`src/rtl/uart_pkg.sv`:
```
// Shared UART definitions: FSM state encoding, oversampling and stop-period constants,
// and the parity helper used by both directions of the link.
package uart_pkg;

  typedef enum logic [2:0] {
    IDLE   = 3'd0,
    START  = 3'd1,
    DATA   = 3'd2,
    PARITY = 3'd3,
    STOP   = 3'd4
  } uart_state_t;

  localparam int OVERSAMPLE = 16;

  localparam int STOP_1   = 16;
  localparam int STOP_1_5 = 24;
  localparam int STOP_2   = 32;

  // Unused upper bits must be zero so they do not disturb the reduction.
  function automatic logic parity_bit(input logic [8:0] data, input logic odd);
    return (^data) ^ odd;
  endfunction

endpackage

```
`src/rtl/uart_baud_tick.sv`:
```
// Oversample tick generator: s_tick pulses once every DVSR cycles while clr is low,
// with the phase restarting from zero whenever clr is high.
module uart_baud_tick #(
  parameter int DVSR = 27
) (
  input  logic clk,
  input  logic reset,
  input  logic clr,
  output logic s_tick,
  output logic s_tick_next
);

  localparam int BW = (DVSR > 1) ? $clog2(DVSR) : 1;
  localparam logic [BW-1:0] B_LAST = BW'(DVSR - 1);

  logic [BW-1:0] b_q;
  logic [BW-1:0] b_d;

  always_comb begin
    b_d = b_q;
    if (clr) begin
      b_d = {BW{1'b0}};
    end else if (b_q == B_LAST) begin
      b_d = {BW{1'b0}};
    end else begin
      b_d = b_q + BW'(1);
    end
  end

  always_ff @(posedge clk) begin
    if (reset) begin
      b_q <= {BW{1'b0}};
    end else begin
      b_q <= b_d;
    end
  end

  assign s_tick = ~clr & (b_q == B_LAST);
  // Lets a client register an output that has to coincide with the coming tick.
  assign s_tick_next = (b_d == B_LAST);

endmodule

```
`src/rtl/uart_tx_unit.sv`:
```
// UART transmitter: start bit, DBIT data bits LSB first, optional parity, stop period.
// tx, tx_busy and tx_done_tick are all driven straight from flops.
module uart_tx_unit
  import uart_pkg::*;
#(
  parameter int DBIT       = 8,
  parameter int SB_TICK    = 16,
  parameter int DVSR       = 27,
  parameter int PARITY_EN  = 0,
  parameter int PARITY_ODD = 0
) (
  input  logic            clk,
  input  logic            reset,
  input  logic            tx_start,
  input  logic [DBIT-1:0] din,
  output logic            tx_busy,
  output logic            tx_done_tick,
  output logic            tx
);

  localparam int IW = (DBIT > 1) ? $clog2(DBIT) : 1;
  localparam logic [IW-1:0] IDX_LAST  = IW'(DBIT - 1);
  localparam logic [5:0]    TICK_LAST = 6'(OVERSAMPLE - 1);
  localparam logic [5:0]    STOP_LAST = 6'(SB_TICK - 1);
  localparam logic [5:0]    STOP_PRE  = 6'(SB_TICK - 2);

  uart_state_t     state_q, state_d;
  logic [5:0]      tick_q, tick_d;
  logic [IW-1:0]   idx_q, idx_d;
  logic [DBIT-1:0] shreg_q, shreg_d;
  logic            par_q, par_d;
  logic            tx_q, tx_d;
  logic            busy_q, busy_d;
  logic            done_q, done_d;

  logic clr_s;
  logic s_tick_s;
  logic s_tick_next_s;

  assign clr_s = (state_q == IDLE);

  uart_baud_tick #(
    .DVSR(DVSR)
  ) u_baud (
    .clk        (clk),
    .reset      (reset),
    .clr        (clr_s),
    .s_tick     (s_tick_s),
    .s_tick_next(s_tick_next_s)
  );

  always_comb begin
    state_d = state_q;
    tick_d  = tick_q;
    idx_d   = idx_q;
    shreg_d = shreg_q;
    par_d   = par_q;
    case (state_q)
      IDLE: begin
        if (tx_start) begin
          shreg_d = din;
          par_d   = parity_bit(9'(din), (PARITY_ODD != 0));
          tick_d  = 6'd0;
          idx_d   = {IW{1'b0}};
          state_d = START;
        end else begin
          state_d = IDLE;
        end
      end
      START: begin
        if (s_tick_s) begin
          if (tick_q == TICK_LAST) begin
            tick_d  = 6'd0;
            idx_d   = {IW{1'b0}};
            state_d = DATA;
          end else begin
            tick_d = tick_q + 6'd1;
          end
        end else begin
          tick_d = tick_q;
        end
      end
      DATA: begin
        if (s_tick_s) begin
          if (tick_q == TICK_LAST) begin
            tick_d  = 6'd0;
            shreg_d = shreg_q >> 1;
            if (idx_q == IDX_LAST) begin
              state_d = (PARITY_EN != 0) ? PARITY : STOP;
            end else begin
              idx_d = idx_q + IW'(1);
            end
          end else begin
            tick_d = tick_q + 6'd1;
          end
        end else begin
          tick_d = tick_q;
        end
      end
      PARITY: begin
        if (s_tick_s) begin
          if (tick_q == TICK_LAST) begin
            tick_d  = 6'd0;
            state_d = STOP;
          end else begin
            tick_d = tick_q + 6'd1;
          end
        end else begin
          tick_d = tick_q;
        end
      end
      STOP: begin
        if (s_tick_s) begin
          if (tick_q == STOP_LAST) begin
            tick_d  = 6'd0;
            state_d = IDLE;
          end else begin
            tick_d = tick_q + 6'd1;
          end
        end else begin
          tick_d = tick_q;
        end
      end
      default: begin
        state_d = IDLE;
        tick_d  = 6'd0;
        idx_d   = {IW{1'b0}};
      end
    endcase
  end

  // Outputs are computed from the next state so the flops line up with the frame.
  always_comb begin
    case (state_d)
      IDLE:    tx_d = 1'b1;
      START:   tx_d = 1'b0;
      DATA:    tx_d = shreg_d[0];
      PARITY:  tx_d = par_d;
      STOP:    tx_d = 1'b1;
      default: tx_d = 1'b1;
    endcase
    busy_d = (state_d != IDLE);
    // The done flop is loaded one cycle early so it is high during the final stop cycle.
    if (state_q == STOP) begin
      if (s_tick_s) begin
        done_d = s_tick_next_s && (tick_q == STOP_PRE);
      end else begin
        done_d = s_tick_next_s && (tick_q == STOP_LAST);
      end
    end else begin
      done_d = 1'b0;
    end
  end

  always_ff @(posedge clk) begin
    if (reset) begin
      state_q <= IDLE;
      tick_q  <= 6'd0;
      idx_q   <= {IW{1'b0}};
      shreg_q <= {DBIT{1'b0}};
      par_q   <= 1'b0;
      tx_q    <= 1'b1;
      busy_q  <= 1'b0;
      done_q  <= 1'b0;
    end else begin
      state_q <= state_d;
      tick_q  <= tick_d;
      idx_q   <= idx_d;
      shreg_q <= shreg_d;
      par_q   <= par_d;
      tx_q    <= tx_d;
      busy_q  <= busy_d;
      done_q  <= done_d;
    end
  end

  assign tx           = tx_q;
  assign tx_busy      = busy_q;
  assign tx_done_tick = done_q;

endmodule

```
`config.mk`:
```
export PLATFORM = sky130hd
export DESIGN_NAME = uart_tx_unit
export DESIGN_NICKNAME = d
export VERILOG_FILES = /design/src/rtl/uart_pkg.sv /design/src/rtl/uart_baud_tick.sv /design/src/rtl/uart_tx_unit.sv
export SDC_FILE = /design/constraint.sdc
export NUM_CORES = 1
export LEC_CHECK = 0
export ABC_CLOCK_PERIOD_IN_PS = 2200
export BUFFER_PORTS_ARGS = -buffer_cell sky130_fd_sc_hd__buf_2
export CAP_MARGIN = 30
export CORE_MARGIN = 2
export CORE_UTILIZATION = 58
export DETAILED_ROUTE_END_ITERATION = 16
export PLACE_DENSITY = 0.76
export SLEW_MARGIN = 10
export SYNTH_ARGS = -nofsm -noshare
export SYNTH_HDL_FRONTEND = slang
export SYNTH_SLANG_ARGS = --single-unit
```
`constraint.sdc`:
```
create_clock -name clk -period 2.2 [get_ports clk]
set_input_delay 0.22 -clock clk [delete_from_list [all_inputs] [get_ports clk]]
set_output_delay 0.22 -clock clk [all_outputs]
set_load 0.05 [all_outputs]
```
==> flow_summary.toml, run 1 <==
[synthesis]
synth_edf_count = 0
netlist_instances = 173
synth.distinct_cells = 47
synth_seq_cells = 29
syn-cell-area_mm2 = 0.00157
syn-num-nets = 190
synthFlopType = "dfxtp_1"
yosys_warnings = 0
ys_async_sr_fraction_pct = 0
syn-mean-instance-area_um2 = 9.08
yosysSeqAreaShare_pct = 36.9

[die]
die_area_mm2 = 0.00314
dieWidth_um = 56.1
core_mm2 = 0.00252
rows = 18
start_util_pct = 62.3
die_h_um = 56.1
pin_count = 14

[setup_path]
arrival_ps = 2240
start_kind = "flop"
worstPathMaxFanout = 9
worst_path_max_delay_cell = "or4_1"
r2r_end = "tick_q[1]"
cp.required_ps = 2460
crit_type = "reg2reg"
cp-endpoint = "tick_q[1]"
r2r_setup_slack_ps = 230
cp-startpoint = "u_baud.b_q[0]"
path_depth = 7
cp_num_buf_inv = 1
worstPathCellList = "inv_1 > ha_1 > and4b_1 > nand3b_4 > o21ai_2 > or4_1 > a21oi_1"
critPathTopFamily = "simple AND/OR/NAND/NOR gates"
critPathMaxStageDelay_ps = 430
r2r_cells = 7
cp-end-kind = "flop"
r2r-start = "u_baud.b_q[0]"

[grt]
grt.total_usage_pct = 21.7
grt_pass1_wl_mm = 5.39
antenna_found_initial = 0
grt_pass1_vias = 1277
grt_start_max_net_pins = 23
overflow = 0

[job]
drv_cap = 0

[detailed_routing]
wl_per_cell_um = 14.2
ant_nets = 0
first_pass_iters = 4
vias_per_cell = 5.95
drt_iter0_drc = 29
vias = 1304
postRouteWirelength_mm = 3.11
drcViolationCount = 0

[sta]
fin_setup_tns_ps = 0
rsz0062_at_grt = "false"
holdWs_ps = 167
fin_ws_ps = 226
min_period_ps = 1970
final-hold-violation-count = 0
period_share_pct = 89.7
slew_headroom_pct = 56.6
tightest_slew_ps = 650
setup_viol = 0
fin_skew_ps = 15.6
drv_slew = 0
max_freq_ghz = 0.507

[place]
numPortBuffers = 13
dp_hpwl_mm = 2.28
dp_cells = 211
gp_congestion = 0.830
place_ws_ps = 255
dpl_cell_area_mm2 = 0.00166

[finish]
finalNetCount = 205
diodes = 0
drive_above_1_share_pct = 18.5
design_area_mm2 = 0.00171
area_growth_pct = 8.68
final_cells = 219
fillers = 209

[pwr]
p_sw_share_pct = 28.8
powerDensity_mw_per_mm2 = 609
pwr-share-comb_pct = 16.4
peakVddDrop_uv = 479
pwr-share-clk_pct = 29.6
pwr-share-seq_pct = 54.1
p_sw_uw = 299
leakage_nw = 0.684
p_int_uw = 741

[clocking]
post_cts_buffers = 0
cts_tree = "done"
ctsRootBufferMaster = "clkbuf_4"
clock_sinks = 29
clkTransAtPathRegs_ps = 90
htree_num_levels = 2
numCtsBuffers = 5
cts_resized = 0
cts_buffer_depth = 2
clk_latency_ps = 340
holdBufCountCts = 0

[min_path]
hp-class = "in2reg"

[status]
status = "complete, no violations"
[worst min-delay path by stage]
stage               start          to  slack (ps)  depth (start not counted)
2_1_floorplan      din[7]  shreg_q[7]         380                          2
3_3_place_gp   shreg_q[5]  shreg_q[5]         440                          2
3_5_place_dp   shreg_q[5]  shreg_q[5]         450                          2
4_1_cts            din[7]  shreg_q[7]         160                          3
5_1_grt            din[7]  shreg_q[7]         180                          3
6_report           din[7]  shreg_q[7]         170                          3
[placed cells by master, fill, tap and decap left out, drive strengths merged, types with 2 or more instances in the layout]
cell type / n
and4: 2
nor4: 2
a21oi: 13
a2111oi: 2
a32oi: 2
mux2i: 2
nor3b: 2
o2111ai: 2
buf: 17
dfxtp: 29
a31oi: 2
nand2: 12
and3: 4
clkbuf: 6
ha: 6
o21ai: 4
nor3: 2
inv: 4
clkinv: 2
nand3: 6
nor2: 21
nor2b: 3
a22oi: 7
nand2b: 3
xnor2: 9
xor2: 8
o211ai: 3
[cells in the mapped netlist (all sizes together) (3+ instances only)]
library cell / n / area share, %
nand2b: 3 / 1.4
ha: 6 / 4.8
o21ai: 4 / 1.8
nand3: 6 / 2.2
o211ai: 3 / 1.4
a22oi: 7 / 3.3
buf: 7 / 2.5
nor2: 21 / 5.2
nor2b: 3 / 1.2
and3: 4 / 1.6
dfxtp: 29 / 37
a21oi: 13 / 4.1
inv: 4 / 0.96
nand2: 12 / 2.9
xor2: 8 / 4.5
xnor2: 9 / 5.0
[per-stage QoR]
step	power [mW]	util, %
floorplan	0.701	-
global placement	0.736	65.7
detailed placement	0.745	65.7
CTS	1.06	67.7
global route	1.10	67.7
finish	1.04	67.7
[registers in the layout (all words and copies together), names as in the netlist]
register,cells
shreg_q,8
idx_q,3
tx_done_tick,1
u_baud.b_q,5
par_q,1
tx,1
tick_q,6
state_q,3
tx_busy,1
[routing by layer]
metal  GRT usage [%]  vias up  wire length [um]
met5               0        -                 0
met4            9.86        0                53
met3            6.51        7               113
met2            35.8       16              1490
met1            25.8      626              1460
li1                -      655                 -
[power by group through the flow]
stage	logic [mW]	registers, mW	clock network, mW
2_1_floorplan	0.117	0.583	0
3_3_place_gp	0.163	0.573	0
3_5_place_dp	0.170	0.575	0
4_1_cts	0.171	0.563	0.324
5_1_grt	0.188	0.565	0.347
6_report	0.170	0.563	0.308
[tightest hold or removal path: cells and delay by family]
kind                   cells  cell delay (ps)
AND/OR/NAND/NOR            1               80
buffers and inverters      1               90
AO/OA/AOI/OAI              1               70
[cell type report]
class                   count  area (um^2)  share of cell area, %
clock buffers               6         41.3                   2.42
flip-flops and latches     29          581                   34.0
inverters                   4         15.0                  0.879
well taps                  30         37.5                   2.20
repair buffers             17         95.1                   5.57
multi-input cells         131          928                   54.4
clock inverters             2         10.0                  0.586
[cell families (layout without fill, tap and decap cells)]
family	after synthesis	count (layout)	synth area share [%]
simple gates	64	64	23.0
compound gates	42	42	20.5
flops	29	29	36.9
xor+xnor	17	17	9.47
buf+inv	13	29	3.98
fa+ha+maj	6	6	4.78
mux	2	2	1.27
(Power assumes the default switching activity.)
==> inputs of run 2 (changes only) <==
BUFFER_PORTS_ARGS = -buffer_cell sky130_fd_sc_hd__buf_4   (was -buffer_cell sky130_fd_sc_hd__buf_2)
CTS_BUF_LIST = sky130_fd_sc_hd__clkbuf_16   (was not set)
==> run 2 against run 1 <==
Worst setup slack got worse by 24 ps. Power up 31%. Non-clock buffer count is 1 higher.
==> flow_summary.toml, run 2 (same netlist as run 1, synthesis figures left out) <==
[status]
status = "complete, no violations"

[place]
gp_congestion = 0.845
dp_hpwl_mm = 2.38
numPortBuffers = 13

[min_path]
hp-start = "din[7]"
hold-path-endpoint = "shreg_q[7]"
hold_depth = 3
hp-class = "in2reg"

[sta]
drv_slew = 0
slew_headroom_pct = 66.7
fin_setup_tns_ps = 0
period_share_pct = 90.8
holdWs_ps = 224
final-hold-violation-count = 0
tightest_slew_ps = 499
min_period_ps = 2000
fin_skew_ps = 5.37
max_freq_ghz = 0.501
setup_viol = 0
rsz0062_at_grt = "false"

[pwr]
powerDensity_mw_per_mm2 = 742
p_sw_uw = 326
p_sw_share_pct = 24.0
pwr-share-comb_pct = 13.1
p_int_mw = 1.03
pwr-share-clk_pct = 45.3
leakage_nw = 0.745
pwr-share-seq_pct = 41.5
peakVddDrop_uv = 603

[setup_path]
r2r_end = "tx"
r2r-start = "u_baud.b_q[0]"
arrival_ps = 2160
worstPathMaxFanout = 9
r2r_cells = 7
cp-end-kind = "flop"
crit_type = "reg2reg"
cp.required_ps = 2360
start_kind = "flop"
r2r_setup_slack_ps = 200
cp-startpoint = "u_baud.b_q[0]"

[die]
rows = 18
start_util_pct = 62.3
die_area_mm2 = 0.00314
pin_count = 14
dieWidth_um = 56.1
core_mm2 = 0.00252
die_h_um = 56.1

[clocking]
clkTransAtPathRegs_ps = 50
clock_sinks = 29
post_cts_buffers = 0
clk_latency_ps = 270
ctsRootBufferMaster = "clkbuf_16"
holdBufCountCts = 0
numCtsBuffers = 5
cts_tree = "done"
htree_num_levels = 2
cts_resized = 0
cts_buffer_depth = 2

[finish]
fillers = 194
finalNetCount = 206
area_growth_pct = 16.6
largest_reg_flops = 8
biggestRegsByFlops = "shreg_q: 8 flops, tick_q: 6 flops, u_baud.b_q: 5 flops"
layout_commonest_cell = "dfxtp_1"
regMostFlops = "shreg_q"
drive_above_1_share_pct = 17.9
diodes = 0
final_cell_mix = "29 x dfxtp_1, 20 x nor2_1, 18 x buf_4, 13 x a21oi_1, 12 x nand2_1"

[grt]
overflow = 0
antenna_found_initial = 0
grt_pass1_wl_mm = 5.73
grt_pass1_vias = 1251
grt.total_usage_pct = 23.1
grt_start_max_net_pins = 23

[detailed_routing]
drcViolationCount = 0
drt_iter0_drc = 79
first_pass_iters = 4
postRouteWirelength_mm = 3.38
wl_per_cell_um = 15.4
ant_nets = 0
vias = 1315
vias_per_cell = 5.98

[job]
drv_cap = 0
==> run 2: cell count changes in the layout (fill, tap and decap cells not counted), sizes merged <==
cell | previous run | this run
buf | 17 | 18
clkbuf | 6 | 5
clkinv | 2 | 0
inv | 4 | 7
==> run 2: power groups by stage <==
stage	sequential (mW)	clock (mW)	combinational (mW)
2_1_floorplan	0.583	0	0.117
3_3_place_gp	0.573	0	0.172
3_5_place_dp	0.575	0	0.176
4_1_cts	0.565	0.621	0.178
5_1_grt	0.567	0.647	0.195
6_report	0.565	0.617	0.178
==> run 2: how the worst max path moves through the flow <==
stage,cells past startpoint,endpoint,slack [ps]
CTS,7,tx,250
floorplan,9,tx,470
global route,7,idx_q[1],70
global placement,7,idx_q[0],370
detailed placement,7,tx,280
finish,7,tx,200
==> run 2: worst max-delay path, stage by stage, from the launching register on <==
cell,delay [ps]
dfxtp_1,330
inv_1,80
ha_1,170
and4b_1,390
nand3_2,210
a31oi_1,300
a2111oi_0,100
a311oi_1,310
==> run 2: cell type report <==
class	instances	area (um^2)	area share, %
sequential	29	581	31.7
inverter	4	15.0	0.819
multi-input combinational	131	928	50.6
timing repair buffer	18	135	7.37
tap	30	37.5	2.05
clock buffer	5	125	6.83
clock inverter	3	11.3	0.614
==> run 2: per-layer routing <==
layer,up-vias,global-route usage [%],wire length (um),part of all wire [%]
met2,27,38.5,1640,49
met4,0,9.52,75,2.2
met5,-,0,0,0
met3,9,6.28,154,4.6
li1,649,-,-,-
met1,630,27.9,1510,45
==> run 2: per-stage QoR <==
step           setup slack, ps  area (um^2)  power [mW]  util [%]  instances
2_1_floorplan              468         1570       0.701         -        173
3_3_place_gp               372         1700       0.745      67.3        212
3_5_place_dp               279         1700       0.751      67.3        212
4_1_cts                    246         1830        1.36      72.7        220
5_1_grt                   72.1         1830        1.41      72.7        220
6_report                   203         1830        1.36      72.7        220
==> inputs of run 3 (changes only) <==
SYNTH_HIERARCHICAL = 1   (was not set)
==> run 3 against run 2 <==
Sequential cell count unchanged. Power decreased by 2.4%. First-iteration DRC count decreased by 46%. Cell count increased by 2.7%. Routed wire length decreased by 3.0%. Non-clock buffer count increased by 3.
==> flow_summary.toml, run 3 <==
[status]
status = "complete, no violations"

[grt]
grt_start_max_net_pins = 20
grt.total_usage_pct = 22.7
antenna_found_initial = 0
grt_pass1_vias = 1308
grt_pass1_wl_mm = 5.69
overflow = 0

[die]
die_h_um = 56.5
dieWidth_um = 56.5
rows = 19
start_util_pct = 59.6
core_mm2 = 0.00269
pin_count = 14
die_area_mm2 = 0.00320

[setup_path]
r2r-start = "u_baud/b_q[0]"
r2r_setup_slack_ps = 240
r2r_cells = 8
start_kind = "flop"
arrival_ps = 2170
r2r_end = "state_q[2]"
cp-end-kind = "flop"
worstPathMaxFanout = 5
crit_type = "reg2reg"
cp.required_ps = 2400

[sta]
rsz0062_at_grt = "false"
period_share_pct = 89.3
fin_skew_ps = 3.89
tightest_slew_ps = 406
final-hold-violation-count = 0
min_period_ps = 1960
slew_headroom_pct = 72.9
max_freq_ghz = 0.509
setup_viol = 0
drv_slew = 0
fin_ws_ps = 235
fin_setup_tns_ps = 0
holdWs_ps = 231

[place]
numPortBuffers = 13
dpl_cell_area_mm2 = 0.00175
gp_congestion = 0.830
place_ws_ps = 280
dp_cells = 220
dp_hpwl_mm = 2.42

[finish]
layout_commonest_cell = "dfxtp_1"
biggestRegsByFlops = "shreg_q: 8 flops, tick_q: 6 flops, u_baud/b_q: 5 flops"
regMostFlops = "shreg_q"
fin_util_pct = 69.9
final_cell_mix = "29 x dfxtp_1, 21 x buf_4, 16 x a21oi_1, 12 x nor2_1, 12 x nand2_1"
design_area_mm2 = 0.00188
finalNetCount = 213
largest_reg_flops = 8
final_cells = 226
area_growth_pct = 17.3
drive_above_1_share_pct = 20.0
diodes = 0

[clocking]
holdBufCountCts = 0
cts_tree = "done"
numCtsBuffers = 5
post_cts_buffers = 0
clk_latency_ps = 270
ctsRootBufferMaster = "clkbuf_16"
clock_sinks = 29
cts_resized = 0
clkTransAtPathRegs_ps = 50
htree_num_levels = 2
cts_buffer_depth = 2

[synthesis]
syn-mean-instance-area_um2 = 9.04
yosysTopAreaCellShare_pct = 36.3
synthFlopType = "dfxtp_1"
syn-num-nets = 194
yosysSeqAreaShare_pct = 36.3
synth_seq_cells = 29
syn-cell-area_mm2 = 0.00160
ys_top_cells_by_count = "29 x dfxtp_1, 16 x a21oi_1, 12 x nand2_1, 12 x nor2_1, 9 x xnor2_1"
netlist_instances = 177
yosys_warnings = 6
synth_edf_count = 0
synth.distinct_cells = 55
synth_area_leaders = "dfxtp_1 36%, a21oi_1 5.0%, xnor2_1 4.9%"
synth_top_area_cell = "dfxtp_1"
yosysMostFrequentCell = "dfxtp_1"
ys_async_sr_fraction_pct = 0

[min_path]
hp-start = "din[7]"
hp-class = "in2reg"
hold-path-endpoint = "shreg_q[7]"
hold_depth = 3

[detailed_routing]
drcViolationCount = 0
ant_nets = 0
vias = 1383
postRouteWirelength_mm = 3.28
drt_iter0_drc = 43
wl_per_cell_um = 14.5
vias_per_cell = 6.12
first_pass_iters = 4

[pwr]
powerDensity_mw_per_mm2 = 707
p_total_mw = 1.33
peakVddDrop_uv = 568
leakage_nw = 0.670

[job]
drv_cap = 0
[run 3: metal layers]
layer  wire, um  global-route usage [%]  vias to the layer above
li1           -                       -                      694
met1       1480                    26.9                      655
met2       1650                    38.4                       28
met3        117                    5.53                        6
met4         34                    10.2                        0
met5          0                       0                        -
[run 3: kinds of logic after synthesis]
kind of cell    count (synthesis)  synth area share (%)
buf+inv                        17                  5.00
fa+ha+maj                       6                  4.69
flops                          29                  36.3
xor+xnor                       10                  5.47
compound gates                 51                  23.5
mux                             1                 0.626
simple gates                   63                  24.4
[run 3: final cells by class]
| class | instances | area [um^2] |
|---|---|---|
| multi-input cells | 131 | 940 |
| fillers | 229 | 810 |
| repair buffers | 21 | 158 |
| inverters | 8 | 30.0 |
| well taps | 31 | 38.8 |
| clock inverters | 1 | 5.00 |
| flip-flops and latches | 29 | 581 |
| clock buffers | 5 | 125 |
[run 3: critical path: stages, from the launching register on]
cell,delay [ps]
dfxtp_1,330
inv_1,70
ha_1,160
nand4b_1,130
nor2_1,200
and2_1,280
nand2_2,120
or4b_1,470
a21oi_1,140
[run 3: how the worst max path moves through the flow]
stage	start	endpoint	slack (ps)	cells after the start
after detailed placement	u_baud/b_q[0]	state_q[2]	280	8
after global routing	u_baud/b_q[0]	idx_q[2]	50	8
after floorplan	state_q[1]	tx	30	9
final	u_baud/b_q[0]	state_q[2]	240	8
after CTS	u_baud/b_q[0]	shreg_q[7]	240	9
after global placement	u_baud/b_q[0]	tx	320	8
[run 3: power breakdown]
group	internal [mW]	switching (mW)	total [mW]
logic	0.0784	0.0915	0.170
clock network	0.400	0.199	0.599
registers	0.547	0.0112	0.558
